### src/rtl/combo_prog_lockout.sv
// rtl/combo_prog_lockout.sv - combination store, programming sequencer and failed-attempt lockout
//
// Holds the three active combination digits and returns the one picked by
// i_sel (registered) to the dial comparator. While the safe is open it walks
// the user through entering a new three-digit combination, committing all
// three digits at once. Counts consecutive failed unlock attempts and raises
// a timed lockout once the limit is hit.
//
// Ports:
//   clk            clock
//   rst            asynchronous, active-high reset
//   i_safe_open    master reports the safe is unlocked
//   i_prog_req     pulse, start programming a new combination
//   i_enter        pulse, capture i_dial_val as the next digit
//   i_abort        pulse, cancel programming
//   i_dial_val     current dial position
//   i_sel          digit index requested by the master FSM
//   i_attempt_ok   pulse, unlock attempt succeeded
//   i_attempt_fail pulse, unlock attempt failed
//   o_combo_out    active digit chosen by i_sel, one cycle latency
//   o_prog_active  programming in progress
//   o_prog_done    pulse, new combination committed
//   o_prog_err     pulse, programming rejected or cancelled
//   o_lockout      attempts are blocked
//   o_fail_cnt     consecutive failure count
module combo_prog_lockout #(
    parameter int DIAL_W      = 6,
    parameter int DIAL_MAX    = 39,
    parameter int MAX_FAIL    = 3,
    parameter int LOCKOUT_CYC = 1000,
    parameter int DEF0        = 10,
    parameter int DEF1        = 20,
    parameter int DEF2        = 30
) (
    input  logic              clk,
    input  logic              rst,
    input  logic              i_safe_open,
    input  logic              i_prog_req,
    input  logic              i_enter,
    input  logic              i_abort,
    input  logic [DIAL_W-1:0] i_dial_val,
    input  logic [1:0]        i_sel,
    input  logic              i_attempt_ok,
    input  logic              i_attempt_fail,
    output logic [DIAL_W-1:0] o_combo_out,
    output logic              o_prog_active,
    output logic              o_prog_done,
    output logic              o_prog_err,
    output logic              o_lockout,
    output logic [3:0]        o_fail_cnt
);

    localparam logic [DIAL_W-1:0] L_DIAL_MAX = DIAL_MAX[DIAL_W-1:0];
    localparam logic [DIAL_W-1:0] L_DEF0     = DEF0[DIAL_W-1:0];
    localparam logic [DIAL_W-1:0] L_DEF1     = DEF1[DIAL_W-1:0];
    localparam logic [DIAL_W-1:0] L_DEF2     = DEF2[DIAL_W-1:0];
    localparam logic [3:0]        L_MAX_FAIL = MAX_FAIL[3:0];
    localparam int                LOCK_INIT  = LOCKOUT_CYC - 1;
    localparam logic [15:0]       L_LOCK_INIT = LOCK_INIT[15:0];

    typedef enum logic [2:0] {
        S_IDLE   = 3'd0,
        S_CAP0   = 3'd1,
        S_CAP1   = 3'd2,
        S_CAP2   = 3'd3,
        S_COMMIT = 3'd4
    } state_t;

    state_t            r_state;
    state_t            w_next_state;
    logic [DIAL_W-1:0] r_active [3];
    logic [DIAL_W-1:0] r_shadow [3];
    logic [DIAL_W-1:0] r_combo_out;
    logic              r_prog_active;
    logic              r_prog_done;
    logic              r_prog_err;
    logic              r_lockout;
    logic [3:0]        r_fail_cnt;
    logic [15:0]       r_timer;

    logic              w_in_cap;
    logic              w_cancel;
    logic              w_legal;
    logic              w_cap_wr;
    logic              w_err;
    logic              w_commit;

    // State register plus every registered output of the sequencer.
    always_ff @(posedge clk or posedge rst) begin
        if (rst) begin
            r_state       <= S_IDLE;
            r_active[0]   <= L_DEF0;
            r_active[1]   <= L_DEF1;
            r_active[2]   <= L_DEF2;
            r_shadow[0]   <= '0;
            r_shadow[1]   <= '0;
            r_shadow[2]   <= '0;
            r_prog_active <= 1'b0;
            r_prog_done   <= 1'b0;
            r_prog_err    <= 1'b0;
        end else begin
            r_state       <= w_next_state;
            r_prog_active <= (w_next_state != S_IDLE);
            r_prog_done   <= (w_next_state == S_COMMIT);
            r_prog_err    <= w_err;
            if (w_cap_wr) begin
                case (r_state)
                    S_CAP0:  r_shadow[0] <= i_dial_val;
                    S_CAP1:  r_shadow[1] <= i_dial_val;
                    default: r_shadow[2] <= i_dial_val;
                endcase
            end
            // All three digits move together so a cancelled entry never
            // leaves a mixed combination behind.
            if (w_commit) begin
                r_active[0] <= r_shadow[0];
                r_active[1] <= r_shadow[1];
                r_active[2] <= r_shadow[2];
            end
        end
    end

    // Next-state logic; cancel (abort or safe closing) outranks enter.
    always_comb begin
        w_next_state = r_state;
        case (r_state)
            S_IDLE: begin
                if (i_prog_req && i_safe_open && !r_lockout)
                    w_next_state = S_CAP0;
            end
            S_CAP0, S_CAP1, S_CAP2: begin
                if (!i_safe_open || i_abort) begin
                    w_next_state = S_IDLE;
                end else if (i_enter) begin
                    if (i_dial_val > L_DIAL_MAX)
                        w_next_state = S_IDLE;
                    else if (r_state == S_CAP0)
                        w_next_state = S_CAP1;
                    else if (r_state == S_CAP1)
                        w_next_state = S_CAP2;
                    else
                        w_next_state = S_COMMIT;
                end
            end
            default: w_next_state = S_IDLE;
        endcase
    end

    // Output decode feeding the registers above.
    always_comb begin
        w_in_cap = (r_state == S_CAP0) || (r_state == S_CAP1) || (r_state == S_CAP2);
        w_cancel = !i_safe_open || i_abort;
        w_legal  = (i_dial_val <= L_DIAL_MAX);
        w_cap_wr = w_in_cap && !w_cancel && i_enter && w_legal;
        w_err    = w_in_cap && (w_cancel || (i_enter && !w_legal));
        w_commit = (r_state == S_COMMIT);
    end

    // Digit readback; sel=3 aliases digit 0.
    always_ff @(posedge clk or posedge rst) begin
        if (rst) begin
            r_combo_out <= L_DEF0;
        end else begin
            case (i_sel)
                2'd1:    r_combo_out <= r_active[1];
                2'd2:    r_combo_out <= r_active[2];
                default: r_combo_out <= r_active[0];
            endcase
        end
    end

    // Failure counter and lockout timer. Attempts are ignored while locked;
    // the cycle in which the timer reads zero is the last lockout cycle.
    always_ff @(posedge clk or posedge rst) begin
        if (rst) begin
            r_lockout  <= 1'b0;
            r_fail_cnt <= 4'd0;
            r_timer    <= 16'd0;
        end else if (r_lockout) begin
            if (r_timer == 16'd0) begin
                r_lockout  <= 1'b0;
                r_fail_cnt <= 4'd0;
            end else begin
                r_timer <= r_timer - 16'd1;
            end
        end else if (i_attempt_ok) begin
            r_fail_cnt <= 4'd0;
        end else if (i_attempt_fail && (r_fail_cnt < L_MAX_FAIL)) begin
            r_fail_cnt <= r_fail_cnt + 4'd1;
            if (r_fail_cnt + 4'd1 == L_MAX_FAIL) begin
                r_lockout <= 1'b1;
                r_timer   <= L_LOCK_INIT;
            end
        end
    end

    assign o_combo_out   = r_combo_out;
    assign o_prog_active = r_prog_active;
    assign o_prog_done   = r_prog_done;
    assign o_prog_err    = r_prog_err;
    assign o_lockout     = r_lockout;
    assign o_fail_cnt    = r_fail_cnt;

endmodule

### config.mk
export PLATFORM = sky130hd
export DESIGN_NAME = combo_prog_lockout
export DESIGN_NICKNAME = d
export VERILOG_FILES = /design/src/rtl/combo_prog_lockout.sv
export SDC_FILE = /design/constraint.sdc
export NUM_CORES = 1
export LEC_CHECK = 0
export ABC_AREA = 1
export CAP_MARGIN = 20
export CELL_PAD_IN_SITES_DETAIL_PLACEMENT = 1
export CELL_PAD_IN_SITES_GLOBAL_PLACEMENT = 1
export CORE_UTILIZATION = 44
export DETAILED_ROUTE_END_ITERATION = 12
export HOLD_SLACK_MARGIN = 0.12
export PLACE_DENSITY_LB_ADDON = 0.1
export REMOVE_ABC_BUFFERS = 1
export SYNTH_ARGS = -nofsm -noshare
export SYNTH_HDL_FRONTEND = slang
export SYNTH_SLANG_ARGS = --single-unit
### constraint.sdc
create_clock -name clk -period 3 [get_ports clk]
set_input_delay 0.6 -clock clk [delete_from_list [all_inputs] [get_ports clk]]
set_output_delay 0.6 -clock clk [all_outputs]
set_load 0.05 [all_outputs]
==> flow_summary.yaml <==
outcome:
  status: "complete, no violations"
grt:
  grtUsageTotal_pct: 21.3
  grt_max_degree: 70
  grt_pass1_wl_mm: 13.5
  antenna_found_initial: 0
  overflow: 0
  grt_pass1_vias: 2705
placement:
  gp_congestion: 0.759
  place_inst: 515
  hpwl_mm: 5.32
  pre_cts_ws_ns: 0.755
  port_buffers: 29
drt:
  wl_per_cell_um: 14.4
  firstDrtPassIters: 4
  ant_nets: 0
  vias: 2609
  avgViaCountPerCell: 4.91
  drt-total-wl_mm: 7.64
  drt_iter0_drc: 94
  drc: 0
die:
  start_util_pct: 46.0
  die_y_um: 89.8
  io_pins: 30
  die_x_um: 89.8
  num_rows: 31
  die_area_um2: 8060
  coreArea_um2: 7370
logic_synthesis:
  synthCells: 395
  synth_compound_area_share_pct: 9.81
  synth_top_family_by_area: "simple AND/OR/NAND/NOR gates"
  yosys.cell_types.count: 31
  muxShareOfSynthArea_pct: 2.99
  ys_seq_elements: 69
  ys_seq_area_share_pct: 51.3
  synth_xor_area_share_pct: 0.516
  synth_fa_ha_area_share_pct: 1.84
  syn_area_um2: 3390
  yosys_warnings: 0
  yosys.area_share.simple_pct: 25.0
  synth_area_per_cell_um2: 8.59
setup_path:
  worstPathArrival_ns: 1.66
  crit_path_max_fanout: 1
  crit_cells: 1
  start_kind: "flop"
  slowest_delay_ns: 0.79
  worst-path-buf-inv: 1
  worstPathRequired_ns: 2.40
  crit_chain: "clkdlybuf4s50_1"
  critPathKind: "reg -> out"
  slowest_stage: "clkdlybuf4s50_1"
  rr_worst_depth: 9
  end_kind: "output pin"
  crit_family: "buffers and inverters"
clock_tree:
  h-tree-depth: 3
  cts_root_buf: "clkbuf_8"
  ctsHoldBuffers: 0
  post_cts_buffers: 0
  clk_path_buf_depth: 2
  clkSinkCount: 69
  clock_latency_ns: 0.35
  cts_resized: 0
  path_clk_slew_ns: 0.08
  cts_tree: "yes"
  cts_made_buffers: 9
timing:
  setup_violations: 0
  fin_crit_ns: 2.26
  fin_setup_tns_ns: 0
  hold_violations: 0
  min_period_over_period_pct: 75.3
  clock.fmax_mhz: 442
  grt_setup_unrepaired: "no"
  maxSlewViolCount: 0
  worst_slack_ns: 0.740
  worst_pin_slew_ns: 0.563
  max-slew-margin-rel_pct: 62.3
  finClkSkew_ns: 0.0102
cells_and_area:
  layoutNonFillerInstCount: 531
  drive_above_1_share_pct: 14.4
  n_fill_cell: 897
  area_delta_synth_final_pct: 16.3
  final_nets: 448
  antenna_cells: 0
power_and_ir_drop:
  peakVddDrop_mv: 0.423
  power.density_nw_per_um2: 800
  total_power_uw: 3160
  power.leakage_uw: 0.00193
worst_hold_path:
  hold_path.class: "reg -> reg"
  hold_depth: 2
job:
  drv_cap: 0
==> registers in the layout (all words and copies together), names as in the netlist <==
| name | flops |
|---|---|
| o_combo_out | 6 |
| o_fail_cnt | 4 |
| o_lockout | 1 |
| o_prog_active | 1 |
| o_prog_done | 1 |
| o_prog_err | 1 |
| r_active | 18 |
| r_shadow | 18 |
| r_state | 3 |
| r_timer | 16 |
==> cell families after synthesis <==
kind of cell,Yosys count
DFF,69
muxes,9
buffers and inverters,63
adders and majority gates,5
xor gates and xnor gates,2
AOI/OAI and AO/OA,58
and+or+nand+nor,189
==> cell usage after synthesis <==
library cell | number | area (um2)
nand3_2 | 2 | 20.0
nor3_1 | 3 | 15.0
nor2_1 | 46 | 173
nand3_4 | 2 | 35.0
nand2_2 | 4 | 25.0
a21boi_0 | 2 | 15.0
inv_2 | 1 | 3.75
nor2_4 | 3 | 33.8
mux2_2 | 9 | 101
clkbuf_1 | 2 | 7.51
o21ai_1 | 14 | 70.1
dfstp_2 | 10 | 263
xor2_1 | 2 | 17.5
nand3_1 | 24 | 120
buf_6 | 6 | 67.6
a21oi_1 | 16 | 80.1
buf_2 | 1 | 5.00
clkinv_4 | 1 | 8.76
nand4_1 | 3 | 18.8
inv_1 | 51 | 191
buf_4 | 1 | 7.51
o21ai_2 | 6 | 52.6
nand2_1 | 95 | 357
nor2_2 | 4 | 25.0
ha_1 | 5 | 62.6
or2_2 | 1 | 6.26
nand3b_1 | 1 | 7.51
nand2_4 | 1 | 11.3
a22oi_1 | 6 | 45.0
dfrtp_1 | 59 | 1480
o21ai_0 | 14 | 70.1
==> worst min-delay path: stages, from the launching register on <==
cell,delay [ns]
dfstp_2,0.36
inv_1,0.06
a21oi_1,0.06
==> stage by stage <==
step	cell area [um2]	utilization (%)	hold WS, ns
after floorplan	3300	-	0.451
after global placement	3750	50.8	0.462
after detailed placement	3750	50.8	0.467
after CTS	3950	53.5	0.480
after global routing	3950	53.5	0.500
final	3950	53.5	0.478
==> power by group <==
part           switching (uW)  leakage, uW  internal [uW]
logic                     726     0.000972            352
registers                 139     0.000867           1170
clock network             363    0.0000959            408
==> final timing paths <==
check                                from              to  slack [ns]
setup / recovery           o_combo_out[3]  o_combo_out[3]        0.74
hold / removal               r_active[15]    r_active[15]        0.48
setup reg to reg               r_timer[0]      r_timer[6]        1.07
hold reg to reg              r_active[15]    r_active[15]        0.48
max in group asynchronous             rst     r_active[3]        2.01
min in group asynchronous             rst   o_fail_cnt[2]        0.64
==> placed cells by master, fill, tap and decap left out, types with 2 or more instances in the layout <==
| cell | count |
|---|---|
| nand2_1 | 95 |
| dfrtp_1 | 59 |
| inv_1 | 50 |
| nor2_1 | 46 |
| clkdlybuf4s50_1 | 29 |
| nand3_1 | 24 |
| a21oi_1 | 16 |
| o21ai_0 | 14 |
| o21ai_1 | 14 |
| clkbuf_8 | 10 |
| dfstp_2 | 10 |
| mux2_2 | 9 |
| o21ai_2 | 6 |
| a22oi_1 | 6 |
| ha_1 | 5 |
| nor2_2 | 4 |
| nand2_2 | 4 |
| nor2_4 | 3 |
| nor3_1 | 3 |
| nand4_1 | 3 |
| xor2_1 | 2 |
| nand3_4 | 2 |
| inv_2 | 2 |
| nand3_2 | 2 |
| a21boi_0 | 2 |
| clkinvlp_4 | 2 |
==> layout make-up <==
class	count	area (um2)	area share, %
Multi-Input combinational cell	263	1360	34.5
Tap cell	99	124	3.14
Sequential cell	69	1740	44.1
Clock buffer	11	141	3.58
Inverter	53	204	5.17
Clock inverter	5	58.8	1.49
Timing Repair Buffer	31	318	8.05
==> routing by layer <==
metal | GRT usage, % | wire (um)
met1 | 28.9 | 3750
met2 | 33.3 | 3570
met3 | 3.55 | 173
met4 | 9.97 | 144
met5 | 0 | 0
(Power assumes the default switching activity.)
